<file path="src/rtl/operand_decode_stage_pkg.sv">
// Shared types and constants for the operand decode stage.
package operand_decode_stage_pkg;

    localparam int XLEN  = 32;
    localparam int NREGS = 32;

    localparam logic [6:0] OPCODE_OP     = 7'b0110011;
    localparam logic [6:0] OPCODE_OP_IMM = 7'b0010011;

    typedef struct packed {
        logic [XLEN-1:0] data1;
        logic [XLEN-1:0] data2;
        logic [6:0]      opcode;
        logic [2:0]      func3;
        logic [6:0]      func7;
        logic [4:0]      rd;
        logic            illegal;
    } alu_bundle_t;

endpackage

</file>
<file path="src/rtl/operand_decode_stage_regfile_2r1w.sv">
// Integer register file: two combinational reads, one clocked write, x0 hardwired to zero.
module regfile_2r1w #(
    parameter int XLEN  = 32,
    parameter int NREGS = 32,
    localparam int AW   = $clog2(NREGS)
) (
    input  logic            clk_i,
    input  logic            rst_i,
    input  logic [AW-1:0]   raddr1_i,
    input  logic [AW-1:0]   raddr2_i,
    output logic [XLEN-1:0] rdata1_o,
    output logic [XLEN-1:0] rdata2_o,
    input  logic            we_i,
    input  logic [AW-1:0]   waddr_i,
    input  logic [XLEN-1:0] wdata_i
);

    logic [XLEN-1:0] regs_q [NREGS];
    logic [XLEN-1:0] regs_d [NREGS];

    always_comb begin
        regs_d = regs_q;
        if (we_i && (waddr_i != '0)) begin
            regs_d[waddr_i] = wdata_i;
        end
    end

    always_ff @(posedge clk_i or posedge rst_i) begin
        if (rst_i) begin
            regs_q <= '{default: '0};
        end else begin
            regs_q <= regs_d;
        end
    end

    assign rdata1_o = (raddr1_i == '0) ? '0 : regs_q[raddr1_i];
    assign rdata2_o = (raddr2_i == '0) ? '0 : regs_q[raddr2_i];

endmodule

</file>
<file path="src/rtl/operand_decode_stage.sv">
// RV32I operand decode stage: register read, immediate select, registered ALU bundle.
// Define OPERAND_DECODE_BYPASS_EN to forward same-cycle writeback data into the bundle.
module operand_decode_stage
    import operand_decode_stage_pkg::*;
(
    input  logic            clk_i,
    input  logic            rst_i,
    input  logic            instr_valid_i,
    output logic            instr_ready_o,
    input  logic [31:0]     instr_i,
    input  logic            flush_i,
    input  logic            wb_en_i,
    input  logic [4:0]      wb_addr_i,
    input  logic [XLEN-1:0] wb_data_i,
    output logic            out_valid_o,
    input  logic            out_ready_i,
    output logic [XLEN-1:0] data1_o,
    output logic [XLEN-1:0] data2_o,
    output logic [6:0]      opcode_o,
    output logic [2:0]      func3_o,
    output logic [6:0]      func7_o,
    output logic [4:0]      rd_o,
    output logic            illegal_o
);

    logic            valid_q, valid_d;
    alu_bundle_t     bundle_q, bundle_d;
    alu_bundle_t     dec;
    logic [4:0]      rs1, rs2;
    logic [XLEN-1:0] rf_rs1, rf_rs2;
    logic [XLEN-1:0] rs1_val, rs2_val;
    logic            accept;

    assign rs1 = instr_i[19:15];
    assign rs2 = instr_i[24:20];

    regfile_2r1w #(
        .XLEN  (XLEN),
        .NREGS (NREGS)
    ) u_regfile (
        .clk_i    (clk_i),
        .rst_i    (rst_i),
        .raddr1_i (rs1),
        .raddr2_i (rs2),
        .rdata1_o (rf_rs1),
        .rdata2_o (rf_rs2),
        .we_i     (wb_en_i),
        .waddr_i  (wb_addr_i),
        .wdata_i  (wb_data_i)
    );

`ifdef OPERAND_DECODE_BYPASS_EN
    assign rs1_val = (wb_en_i && (wb_addr_i != '0) && (wb_addr_i == rs1)) ? wb_data_i : rf_rs1;
    assign rs2_val = (wb_en_i && (wb_addr_i != '0) && (wb_addr_i == rs2)) ? wb_data_i : rf_rs2;
`else
    assign rs1_val = rf_rs1;
    assign rs2_val = rf_rs2;
`endif

    always_comb begin
        dec        = '0;
        dec.opcode = instr_i[6:0];
        dec.func3  = instr_i[14:12];
        dec.func7  = instr_i[31:25];
        dec.rd     = instr_i[11:7];
        case (instr_i[6:0])
            OPCODE_OP: begin
                dec.data1 = rs1_val;
                dec.data2 = rs2_val;
            end
            OPCODE_OP_IMM: begin
                dec.data1 = rs1_val;
                dec.data2 = {{(XLEN-12){instr_i[31]}}, instr_i[31:20]};
            end
            default: dec.illegal = 1'b1;
        endcase
    end

    assign instr_ready_o = !valid_q || out_ready_i;
    assign accept        = instr_valid_i && instr_ready_o;

    // Flush overrides everything, including an accept in the same cycle.
    always_comb begin
        valid_d  = valid_q;
        bundle_d = bundle_q;
        if (accept) begin
            valid_d  = 1'b1;
            bundle_d = dec;
        end else if (out_ready_i) begin
            valid_d = 1'b0;
        end
        if (flush_i) begin
            valid_d = 1'b0;
        end
    end

    always_ff @(posedge clk_i or posedge rst_i) begin
        if (rst_i) begin
            valid_q  <= 1'b0;
            bundle_q <= '0;
        end else begin
            valid_q  <= valid_d;
            bundle_q <= bundle_d;
        end
    end

    assign out_valid_o = valid_q;
    assign data1_o     = bundle_q.data1;
    assign data2_o     = bundle_q.data2;
    assign opcode_o    = bundle_q.opcode;
    assign func3_o     = bundle_q.func3;
    assign func7_o     = bundle_q.func7;
    assign rd_o        = bundle_q.rd;
    assign illegal_o   = bundle_q.illegal;

endmodule

</file>
<file path="config.mk">
export PLATFORM = sky130hd
export DESIGN_NAME = operand_decode_stage
export DESIGN_NICKNAME = d
export VERILOG_FILES = /design/src/rtl/operand_decode_stage_pkg.sv /design/src/rtl/operand_decode_stage_regfile_2r1w.sv /design/src/rtl/operand_decode_stage.sv
export SDC_FILE = /design/constraint.sdc
export NUM_CORES = 2
export LEC_CHECK = 0
export CAP_MARGIN = 20
export CELL_PAD_IN_SITES_DETAIL_PLACEMENT = 0
export CELL_PAD_IN_SITES_GLOBAL_PLACEMENT = 2
export CORE_UTILIZATION = 45
export CTS_CLUSTER_DIAMETER = 120
export DETAILED_ROUTE_END_ITERATION = 10
export DONT_BUFFER_PORTS = 1
export PLACE_DENSITY = 0.75
export SLEW_MARGIN = 20
export SYNTH_ARGS = -nofsm -noshare
export SYNTH_HDL_FRONTEND = slang
export SYNTH_SLANG_ARGS = --single-unit
</file>
<file path="constraint.sdc">
create_clock -name clk_i -period 50.3 [get_ports clk_i]
set_clock_uncertainty 0.2 [all_clocks]
set_input_delay 10.06 -clock clk_i [delete_from_list [all_inputs] [get_ports clk_i]]
set_output_delay 10.06 -clock clk_i [all_outputs]
set_load 0.1 [all_outputs]
</file>
**Word-level counts from Yosys, hierarchy flattened**

Index checks and enable logic that the tools add are counted.

- Bits in registers: 1,112
- Output and inout bits: 89

- Bitwise logic cells: 3
- Multiplexer cells: 16
- Reductions and logical operators: 10
- Equality and inequality tests: 2
- $lt $le $gt $ge: 4

Operators by type and width:

| kind | count |
|---|---|
| 1024-bit bitwise mux | 1 |
| 32-bit binary-select mux with 5-bit select | 2 |
| 32-bit two-way mux | 7 |
| 32-bit demux with 5-bit select | 1 |
| 64-bit one-hot mux with 2 select lines | 1 |
| 6-bit >= comparator, second input constant | 3 |
| 5-bit inverter with 6-bit output | 3 |
| 5-bit zero test | 2 |
| 7-bit by 5-bit == test with 1-bit output, second input constant | 1 |
| 7-bit by 6-bit == test with 1-bit output, second input constant | 1 |
| 6-bit by 1-bit less-than comparator with 1-bit output, second input constant | 1 |
| 5-bit nonzero test | 1 |
| 1-bit two-way mux | 4 |
| 1-bit logical AND | 3 |
| 3-bit nonzero test | 1 |
| 2-bit OR reduction | 1 |
| 1-bit zero test | 1 |
| 1-bit logical OR | 1 |

**Depth between registers and ports, before layout**

- Depth after elaboration: 6
- Depth in mapped cells: 9
- Depth with buffers taken out: 6

**Modules after synthesis**

From an unflattened synthesis, not the netlist that was laid out.

- Cells, all modules: 4,007
- Area total of the unflattened synthesis: 58,462.3 um^2

By module, submodules not included:

| module | cells each | area an instance (um^2) | times used |
|---|---|---|---|
| regfile_2r1w | 3,692 | 54,715.0 | 1 |
| operand_decode_stage | 315 | 3,747.3 | 1 |

**Least setup slack after synthesis**

OpenSTA, ideal clock, no wires.

- Path kind: input to output
- From: in out_ready_i
- To: out instr_ready_o
- Path buffers: 0
- Setup slack: 29.286 ns
- Stages: 2
- Arrival time: 10.754 ns
- Cells stage by stage: nor2b_1 inv_1

- Cells in the longest elaborated chain, start to end: 1

RTL lines:

| element | RTL line | source |
|---|---|---|
| start: declaration | operand_decode_stage.sv:16 | `input logic out_ready_i,` |
| 1-bit logical OR | operand_decode_stage.sv:79 | `assign instr_ready_o = !valid_q \|\| out_ready_i;` |
| end: declaration | operand_decode_stage.sv:9 | `output logic instr_ready_o,` |

No other way between the ends.

**Final worst setup path**

Same ends and word-level chain as after synthesis.

==> results_dict.tcl <==
set metrics [dict create \
    status "finished clean" \
    startpoint_type "primary input" \
    dieArea_um2 129000 \
    coreArea_um2 126000 \
    dr_total_vias 36000 \
    comb_power_share_pct 16.4 \
    setup_tns_ps 0 \
    h-tree-depth 3 \
    ios 164 \
    yosys_most_used_dff "dfrtp_1" \
    yosys_warnings 0 \
    sw_frac_of_total_pct 26.2 \
    min_period_over_period_pct 42.2 \
    grt_use_met1_pct 41.8 \
    drtIter0Drc 3488 \
    hold_class "reg2reg" \
    power.switching_mw 0.669 \
    gr-total-overflow 0 \
    synth_cell_types 50 \
    hold_violations 0 \
    post-cts-setup-buffer-count 0 \
    power_density_nw_per_um2 40.7 \
    synthArstFlopShare_pct 100 \
    final_core_util_pct 49.6 \
    final_common_cell "dfrtp_1" \
    ant_nets 0 \
    fp.dieW_um 360 \
    path_buf_inv 2 \
    cp.arrival_ps 10960 \
    drv_cap 0 \
    slowest_stage "inv_1" \
    internal_power_mw 1.88 \
    synth_fp_nets 3991 \
    synth_edf_count 0 \
    cpPeakStageDelay_ps 690 \
    final_max_slew_viol_count 0 \
    p_total_mw 2.55 \
    grt_pass1_vias 36800 \
    grt_usage_pct 29.4 \
    setup_violations 0 \
    portBuffers 0 \
    syn_to_final_growth_pct 8.79 \
    worst_setup_path_end_kind "output pin" \
    syn_area_um2 57600 \
    grt_use_met3_pct 7.65 \
    fmax_mhz 47.1 \
    critPathTopFamily "buffers and inverters" \
    synth_seq_cells 1112 \
    numCtsBuffers 121 \
    drive_above_1_share_pct 47.2 \
    crit_chain "nor2b_1 -> buf_4 -> inv_1" \
    die_h_um 360 \
    clkPwrFrac_pct 36.6 \
    drc 0 \
    gr-usage-met2_pct 43.6 \
    syn_avg_cell_area_um2 14.7 \
    rsz0062_at_grt "false" \
    grt_busiest_layer "met2" \
    num-fill-cells 10800 \
    relSlewSlack_pct 20.0 \
    grt_pass1_wl_mm 273 \
    core.rowCount 130 \
    cts_resized 0 \
    clock_path_buffers 3 \
    placed_area_um2 58500 \
    worst_pin_slew_ps 1200 \
    clkTransAtPathRegs_ps 60 \
    ys_seq_area_share_pct 48.3 \
    grt_max_degree 307 \
    start_util_pct 45.6 \
    syn_inst 3916 \
    firstDrtPassIters 6 \
    power.leakage_nw 27.1 \
    via_per_inst 6.63 \
    power_frac_seq_pct 47.0 \
    finalNonFillerCells 5427 \
    cts_hold_buf 0 \
    worstPathMaxFanout 7 \
    wl_per_cell_um 34.8 \
    critPathKind "in2out" \
    root_buffer "clkbuf_16" \
    mostFrequentLayoutCells "dfrtp_1, mux2_2, mux4_2, mux2i_1, clkbuf_16" \
    peakVddDrop_mv 0.0306 \
    clk_latency_ps 750 \
    antenna_found_initial 7 \
    cts_tree "yes" \
    gp_congestion 0.769 \
    wl_mm 189 \
    placed_cells 5197 \
    finalCriticalPeriod_ps 21220 \
    clock-sinks 1112 \
    nNetsFinal 3746 \
    place_hpwl_mm 97.1 \
    worstPathRequired_ps 40040 \
    design_area_um2 62700 \
]
logic make-up after synthesis:
kind of cell           count (synthesis)  synth area share [%]
multiplexers                        1681                  40.9
flip-flops                          1112                  48.3
buffers and inverters                437                  3.46
AO/OA/AOI/OAI                        377                  4.75
AND/OR/NAND/NOR                      309                  2.54
flip-flops by register name, summed over array words and instances, names as in the netlist:
name              cells
data1_o              32
data2_o              32
func3_o               3
func7_o               7
illegal_o             1
opcode_o              7
out_valid_o           1
rd_o                  5
u_regfile.regs_q   1024
routing by layer:
metal,share of wire [%],vias to the layer above
li1,-,14600
met5,0,-
met1,43,19800
met3,8.4,311
met2,45,1368
met4,3.4,0
synthesized netlist by cell type, types with 12 or more instances:
cell      instances  area (um^2)
buf_4            31          233
mux4_2          435         9800
a211oi_1         48          360
nand2_1         134          503
nand3b_1         12         90.1
buf_1            57          214
a21oi_1          56          280
nand4_1          12         75.1
mux2i_1         208         2080
mux2_2         1038        11700
a22o_1           28          245
nand3_1          18         90.1
clkbuf_1        224          841
a221oi_1         12          105
o21ai_0          26          130
and2_1           15         93.8
nor2_1           62          233
o221ai_1         33          289
dfrtp_1        1112        27800
buf_6            14          158
a22oi_1          72          541
nor2b_1          15         93.8
o22ai_1          34          213
buf_2           104          521
power groups by stage:
stage                     combinational, mW  sequential, mW  clock, mW
final                                 0.418            1.20      0.934
after global routing                  0.448            1.22      0.986
after CTS                             0.419            1.20      0.950
after detailed placement              0.418            1.21          0
after global placement                0.409            1.20          0
after floorplan                       0.379            1.18          0
worst reg2reg max path, delay by kind of cell (launching register included):
| kind | cells | cell delay, ps |
|---|---|---|
| AND/OR/NAND/NOR | 3 | 850 |
| flip-flops | 1 | 730 |
| AO/OA/AOI/OAI | 2 | 860 |
| buffers and inverters | 3 | 1440 |
cell type report:
cell class                 count  area, um^2  share of cell area, %
antenna                        2        5.00                0.00799
clock buffer                 195        3760                   6.01
tap                         1650        2060                   3.30
timing repair buffer          62         523                  0.835
clock inverter                32         392                  0.625
multi-input combinational   2367       28000                   44.8
sequential                  1112       27800                   44.4
inverter                       7        33.8                 0.0539
path summary, 6_finish.rpt:
| path | from | to | slack, ps | depth (start not counted) |
|---|---|---|---|---|
| worst max register to register | out_valid_o | data1_o[14] | 46110 | 8 |
| min in group asynchronous | rst_i | u_regfile.regs_q[729] | 9130 | 1 |
| worst min-delay path | u_regfile.regs_q[1016] | u_regfile.regs_q[1016] | 190 | 0 |
| worst max-delay path | out_ready_i | instr_ready_o | 29080 | 3 |
| max in group asynchronous | rst_i | data1_o[5] | 37680 | 4 |
| worst min register to register | u_regfile.regs_q[1016] | u_regfile.regs_q[1016] | 190 | 0 |
per-stage QoR:
step	setup WS, ps	hold slack (ps)
after global routing	29070	207
after CTS	29070	198
final	29080	195
after detailed placement	29080	182
after global placement	29060	179
after floorplan	8730	241
No activity file was read; power rests on OpenSTA's default activity.
